[config.mk]
export PLATFORM = sky130hd
export DESIGN_NAME = stim_sequencer_flat
export DESIGN_NICKNAME = d
export VERILOG_FILES = /design/src/rtl/stim_sequencer_if.sv /design/src/rtl/stim_sequencer.sv /design/src/flat_wrapper.sv
export SDC_FILE = /design/constraint.sdc
export NUM_CORES = 1
export LEC_CHECK = 0
export CAP_MARGIN = 40
export CORE_MARGIN = 2
export CORE_UTILIZATION = 55
export DETAILED_ROUTE_END_ITERATION = 10
export GPL_TIMING_DRIVEN = 1
export MAX_ROUTING_LAYER = met4
export PLACE_DENSITY = 0.73
export SYNTH_ARGS = -nofsm -noshare
export SYNTH_HDL_FRONTEND = slang
export SYNTH_SLANG_ARGS = --single-unit
[constraint.sdc]
create_clock -name clk -period 8.43 [get_ports clk]
set_input_delay 0.843 -clock clk [delete_from_list [all_inputs] [get_ports clk]]
set_output_delay 0.843 -clock clk [all_outputs]
set_load 0.01 [all_outputs]
[src/rtl/stim_sequencer_if.sv]
// Schedule programming, playback control and button-drive bundle
// between the test controller and the stimulus sequencer.
interface stim_sequencer_if #(
    parameter int CHANNELS = 2,
    parameter int DEPTH    = 8,
    parameter int CNT_W    = 8
);
    localparam int AW = $clog2(DEPTH);

    logic                wr_en;
    logic [AW-1:0]       wr_addr;
    logic [CHANNELS-1:0] wr_mask;
    logic [CNT_W-1:0]    wr_width;
    logic [CNT_W-1:0]    wr_gap;
    logic                wr_last;
    logic                start;
    logic                loop;
    logic                abort;
    logic                busy;
    logic                done;
    logic [AW-1:0]       step;
    logic [CHANNELS-1:0] pulse_out;

    modport master (
        output wr_en, wr_addr, wr_mask, wr_width, wr_gap, wr_last,
        output start, loop, abort,
        input  busy, done, step, pulse_out
    );

    modport slave (
        input  wr_en, wr_addr, wr_mask, wr_width, wr_gap, wr_last,
        input  start, loop, abort,
        output busy, done, step, pulse_out
    );
endinterface

[src/rtl/stim_sequencer.sv]
// Replays a programmable schedule of active-low button pulses
// (mask, width, gap per step) onto the core's button inputs.
module stim_sequencer #(
    parameter int CHANNELS = 2,
    parameter int DEPTH    = 8,
    parameter int CNT_W    = 8
) (
    input  logic            clk,
    input  logic            reset,
    stim_sequencer_if.slave sif
);
    localparam int AW = $clog2(DEPTH);

    typedef enum logic [1:0] {IDLE, PULSE, GAP, DONE} state_t;

    state_t              state;
    logic [CHANNELS-1:0] mask_q  [DEPTH];
    logic [CNT_W-1:0]    width_q [DEPTH];
    logic [CNT_W-1:0]    gap_q   [DEPTH];
    logic [DEPTH-1:0]    last_q;

    logic [CNT_W-1:0]    cnt;
    logic [AW-1:0]       step;
    logic                busy;
    logic                done;
    logic [CHANNELS-1:0] pulse_out;

    logic                wrap;
    logic                step_end;
    logic                load;
    logic [AW-1:0]       ld_idx;
    logic [CNT_W-1:0]    ld_w;

    // The schedule cannot change while busy, so entries are read in place.
    always_comb begin
        wrap     = last_q[step] || (step == AW'(DEPTH - 1));
        step_end = ((state == PULSE) && (cnt == '0) && (gap_q[step] == '0))
                || ((state == GAP) && (cnt == '0));
        load     = ((state == IDLE) && sif.start)
                || (step_end && (!wrap || sif.loop));
        ld_idx   = ((state == IDLE) || wrap) ? '0 : step + AW'(1);
        ld_w     = width_q[ld_idx];
    end

    always_ff @(posedge clk) begin
        if (reset) begin
            for (int i = 0; i < DEPTH; i++) begin
                mask_q[i]  <= '0;
                width_q[i] <= '0;
                gap_q[i]   <= '0;
            end
            last_q <= '0;
        end else if (sif.wr_en && ((state == IDLE) || (state == DONE))) begin
            mask_q[sif.wr_addr]  <= sif.wr_mask;
            width_q[sif.wr_addr] <= sif.wr_width;
            gap_q[sif.wr_addr]   <= sif.wr_gap;
            last_q[sif.wr_addr]  <= sif.wr_last;
        end
    end

    // Counters hold (cycles remaining - 1); a zero width still costs one cycle.
    always_ff @(posedge clk) begin
        if (reset) begin
            state     <= IDLE;
            cnt       <= '0;
            step      <= '0;
            busy      <= 1'b0;
            done      <= 1'b0;
            pulse_out <= '1;
        end else if (sif.abort && busy) begin
            state     <= IDLE;
            busy      <= 1'b0;
            pulse_out <= '1;
        end else if (load) begin
            state     <= PULSE;
            step      <= ld_idx;
            busy      <= 1'b1;
            done      <= 1'b0;
            cnt       <= (ld_w == '0) ? '0 : ld_w - CNT_W'(1);
            pulse_out <= (ld_w == '0) ? '1 : ~mask_q[ld_idx];
        end else if (step_end) begin
            state     <= DONE;
            busy      <= 1'b0;
            done      <= 1'b1;
            pulse_out <= '1;
        end else begin
            unique case (state)
                PULSE: begin
                    if (cnt == '0) begin
                        state     <= GAP;
                        cnt       <= gap_q[step] - CNT_W'(1);
                        pulse_out <= '1;
                    end else begin
                        cnt <= cnt - CNT_W'(1);
                    end
                end
                GAP:  cnt <= cnt - CNT_W'(1);
                DONE: begin
                    state <= IDLE;
                    done  <= 1'b0;
                end
                default: ;
            endcase
        end
    end

    assign sif.busy      = busy;
    assign sif.done      = done;
    assign sif.step      = step;
    assign sif.pulse_out = pulse_out;
endmodule

[src/flat_wrapper.sv]
// flat-port wrapper written by rule: the top's interface ports become plain ports
module stim_sequencer_flat 
#(
    parameter int CHANNELS = 2,
    parameter int DEPTH    = 8,
    parameter int CNT_W    = 8
)
  (clk, reset, sif_wr_en, sif_wr_addr, sif_wr_mask, sif_wr_width, sif_wr_gap, sif_wr_last, sif_start, sif_loop, sif_abort, sif_busy, sif_done, sif_step, sif_pulse_out);
  stim_sequencer_if #(.CHANNELS(CHANNELS), .DEPTH(DEPTH), .CNT_W(CNT_W)) sif_i ();
  input  logic clk;
  input  logic reset;
  input wire logic [$bits(sif_i.wr_en)-1:0] sif_wr_en;
  input wire logic [$bits(sif_i.wr_addr)-1:0] sif_wr_addr;
  input wire logic [$bits(sif_i.wr_mask)-1:0] sif_wr_mask;
  input wire logic [$bits(sif_i.wr_width)-1:0] sif_wr_width;
  input wire logic [$bits(sif_i.wr_gap)-1:0] sif_wr_gap;
  input wire logic [$bits(sif_i.wr_last)-1:0] sif_wr_last;
  input wire logic [$bits(sif_i.start)-1:0] sif_start;
  input wire logic [$bits(sif_i.loop)-1:0] sif_loop;
  input wire logic [$bits(sif_i.abort)-1:0] sif_abort;
  output wire logic [$bits(sif_i.busy)-1:0] sif_busy;
  output wire logic [$bits(sif_i.done)-1:0] sif_done;
  output wire logic [$bits(sif_i.step)-1:0] sif_step;
  output wire logic [$bits(sif_i.pulse_out)-1:0] sif_pulse_out;
  assign sif_i.wr_en = sif_wr_en;
  assign sif_i.wr_addr = sif_wr_addr;
  assign sif_i.wr_mask = sif_wr_mask;
  assign sif_i.wr_width = sif_wr_width;
  assign sif_i.wr_gap = sif_wr_gap;
  assign sif_i.wr_last = sif_wr_last;
  assign sif_i.start = sif_start;
  assign sif_i.loop = sif_loop;
  assign sif_i.abort = sif_abort;
  assign sif_busy = sif_i.busy;
  assign sif_done = sif_i.done;
  assign sif_step = sif_i.step;
  assign sif_pulse_out = sif_i.pulse_out;
  stim_sequencer #(.CHANNELS(CHANNELS), .DEPTH(DEPTH), .CNT_W(CNT_W)) u_core (.clk(clk), .reset(reset), .sif(sif_i));
endmodule
==> run_results.csv <==
group,metric,value,unit
run_status,status,"finished, final reports clean",
timing,relSlewSlack,0.471,
timing,setup_tns,0,ps
route,drt_pass1_iterations,6,
cts,cts_sinks,172,
grt,grt_pass1_vias,6039,
timing,hold_viol,0,
die,ios,35,
yosys,yosysSeqAreaShare,0.554,
power,worst_ir_drop_vdd,0.152,mV
yosys,synthesis.area,8820,um2
grt,grt_pass1_wl,33500,um
cts,clk_pin_slew,60,ps
cts,cts_setup_buffers,0,
place,placed_area,9600,um2
setup_path,cpPeakStageDelay,530,ps
cts,clock_latency,430,ps
timing,min_period_over_period,0.469,
route,wl_per_cell,21.7,um
route,drc_errors,0,
yosys,yosys.area.top_type,"edfxtp_1",
timing,fin_skew,12.0,ps
die,start_util,0.560,
yosys,synthTopCellsByArea,"edfxtp_1 49%, and2_1 10%, dfxtp_1 6.4%, mux4_2 4.6%, mux2i_1 2.9%",
place,pre_cts_ws,4510,ps
timing,drv_slew,0,
cts,cts_tree,"built",
cts,cts_buffer_depth,2,
route,ant_nets,0,
route,drt_iter0_drc,726,
die,rows,46,
timing,worst_pin_slew,786,ps
setup_path,critPathSlowestCell,"ha_1",
timing,setup_viol,0,
timing,maxClockFrequency,0.253,GHz
power,p_leak,3.69,nW
place,port_buffers,34,
finish,nets,801,
cts,clockRootBuffer,"clkbuf_16",
finish,syn2layout_area_growth,15.4,%
timing,setup_ws,4480,ps
setup_path,cp.required,8730,ps
yosys,netlist_instances,723,
cts,cts.repair.resized,0,
setup_path,endpoint_kind,"flip-flop",
die,die_w,131,um
yosys,ys_warn_count,0,
setup_path,crit_fanout,38,
setup_path,cp_common_cell,"ha_1",
cts,cts_hold_buf,0,
timing,rsz0062_at_grt,"no",
grt,grt_use_total,0.277,
grt,grt_max_degree,39,
finish,n_fill_cell,1225,
yosys,ys.flop_type,"edfxtp_1",
yosys,synth_seq_cells,172,
setup_path,path_cells,"buf_4 > ha_1 > ha_1 > buf_16 > mux2_2 > o22ai_1 > a21oi_1 > o22ai_1 > ha_1 > o211ai_2 > nor4_2 > a21oi_2 > a221oi_2 > a211oi_1",
die,die_area,17100,um2
yosys,synth_edf_count,144,
finish,antennaDiodeCount,0,
min_path,hold_class,"flip-flop to flip-flop",
route,vias_per_cell,6.05,
grt,grt_overflow,0,
yosys,yosys.area.top_type_share,0.490,
finish,fin_area,10200,um2
run,maxCapViolCount,0,
place,gp_routability_congestion,0.872,
yosys,async_flop_share,0,
timing,layout_min_cycle_time,3950,ps
grt,antenna_found_initial,0,
cts,numCtsBuffers,17,
power,power_density,210,nW/um2
setup_path,cp-start-kind,"flip-flop",
yosys,syn-num-nets,761,
die,die_h,131,um
route,routed_wl,21500,um
route,vias,6002,
die,core,15800,um2
yosys,synth_cell_type_count,75,
cts,htreeDepth,4,
setup_path,cp.arrival,4250,ps
place,dpl.hpwl,14900,um
setup_path,path_class,"flip-flop to flip-flop",
finish,drive_gt1_frac,0.138,
yosys,avgSynthCellArea,12.2,um2
==> power breakdown <==
group | internal, mW | switching [mW]
registers | 0.970 | 0.0265
clock network | 0.460 | 0.320
logic | 0.145 | 0.215
==> flip-flops by register name, summed over array words and instances (netlist names), named ones only <==
name	cells
u_core.sif.step	3
u_core.state	2
u_core.gap_q	64
u_core.sif.done	1
u_core.width_q	64
u_core.cnt	8
u_core.sif.busy	1
u_core.sif.pulse_out	2
u_core.mask_q	16
u_core.last_q	8
==> path summary, 6_finish.rpt <==
| path | startpoint | end | slack [ps] | cells past startpoint |
|---|---|---|---|---|
| worst min register to register | u_core.last_q[3]$_SDFFE_PP0P_ | u_core.last_q[3]$_SDFFE_PP0P_ | 480 | 2 |
| worst max register to register | u_core.sif.step[0]$_SDFFE_PP0P_ | u_core.cnt[0]$_SDFFE_PP0P_ | 4480 | 14 |
| worst max-delay path | u_core.sif.step[0]$_SDFFE_PP0P_ | u_core.cnt[0]$_SDFFE_PP0P_ | 4480 | 14 |
| worst min-delay path | u_core.last_q[3]$_SDFFE_PP0P_ | u_core.last_q[3]$_SDFFE_PP0P_ | 480 | 2 |
==> per-stage QoR <==
stage | utilization | hold slack, ps | std cells | total power, mW
after floorplan | - | 444 | 723 | 1.25
after global placement | 0.592 | 456 | 945 | 1.35
after detailed placement | 0.609 | 467 | 960 | 1.37
after CTS | 0.645 | 480 | 992 | 2.14
after global routing | 0.645 | 504 | 992 | 2.22
final | 0.645 | 479 | 992 | 2.14
==> layout by cell type, fill, tap and decap left out, types with 5 or more instances in the layout <==
master / instances
and2_1: 147
edfxtp_1: 144
nand2_1: 38
nor2_1: 37
clkdlybuf4s50_1: 34
inv_1: 27
dfxtp_1: 27
mux2i_1: 26
o21ai_0: 21
mux4_2: 18
a21oi_1: 17
nor3_1: 17
clkbuf_16: 17
a21o_1: 11
nand3_1: 10
ha_1: 10
a211oi_1: 9
buf_8: 8
mux2_2: 7
nor2_2: 7
xor2_1: 7
nand2b_1: 6
a31oi_1: 6
buf_4: 6
mux4_1: 5
nor2b_1: 5
o22ai_1: 5
xnor2_1: 5
clkinv_1: 5
==> layout make-up <==
type / count / area (um2) / area share
clock inverters: 14 / 153 / 0.0150
repair buffers: 55 / 649 / 0.0638
flip-flops and latches: 172 / 4890 / 0.480
inverters: 27 / 101 / 0.00996
well taps: 216 / 270 / 0.0266
multi-input cells: 490 / 3690 / 0.363
clock buffers: 18 / 429 / 0.0422
==> logic make-up (layout without fill, tap and decap cells) <==
logic type,after synthesis,count (layout),share of synthesized area
XOR/XNOR,12,12,0.0119
AND/OR/NAND/NOR,296,296,0.187
multiplexers,59,59,0.104
adder cells (fa/ha/maj),10,10,0.0142
AO/OA/AOI/OAI,113,113,0.0984
buffers and inverters,61,114,0.0311
flip-flops,172,172,0.554
==> critical path, delay by kind of cell (launching register included) <==
family / cells / cell delay (ps)
compound gates: 7 / 1210
fa+ha+maj: 3 / 1070
buf+inv: 2 / 490
flops: 1 / 310
mux: 1 / 340
simple gates: 1 / 370
==> Yosys cell counts, drive strengths merged, types with 4 or more instances <==
master and count:
xnor2 5, mux2i 27, a211oi 10, o22ai 5, or3 4, o311ai 4
mux2 9, a21oi 18, clkbuf 16, nand2b 6, a21o 11, o211ai 5
nand2 40, and2 147, mux4 23, ha 10, nor2b 5, inv 27
dfxtp 28, nand3 11, edfxtp 144, o21ai 21, and3 4, nor2 44
nor4 4, nor3 19, a31oi 7, buf 18, xor2 7
==> metal layers <==
metal,share of wire,track usage,vias up
met5,0,-,-
met4,0.039,0.131,0
met3,0.069,0.0639,54
met2,0.47,0.415,233
met1,0.42,0.359,2974
li1,-,-,2741
No activity file was read; power rests on OpenSTA's default activity.
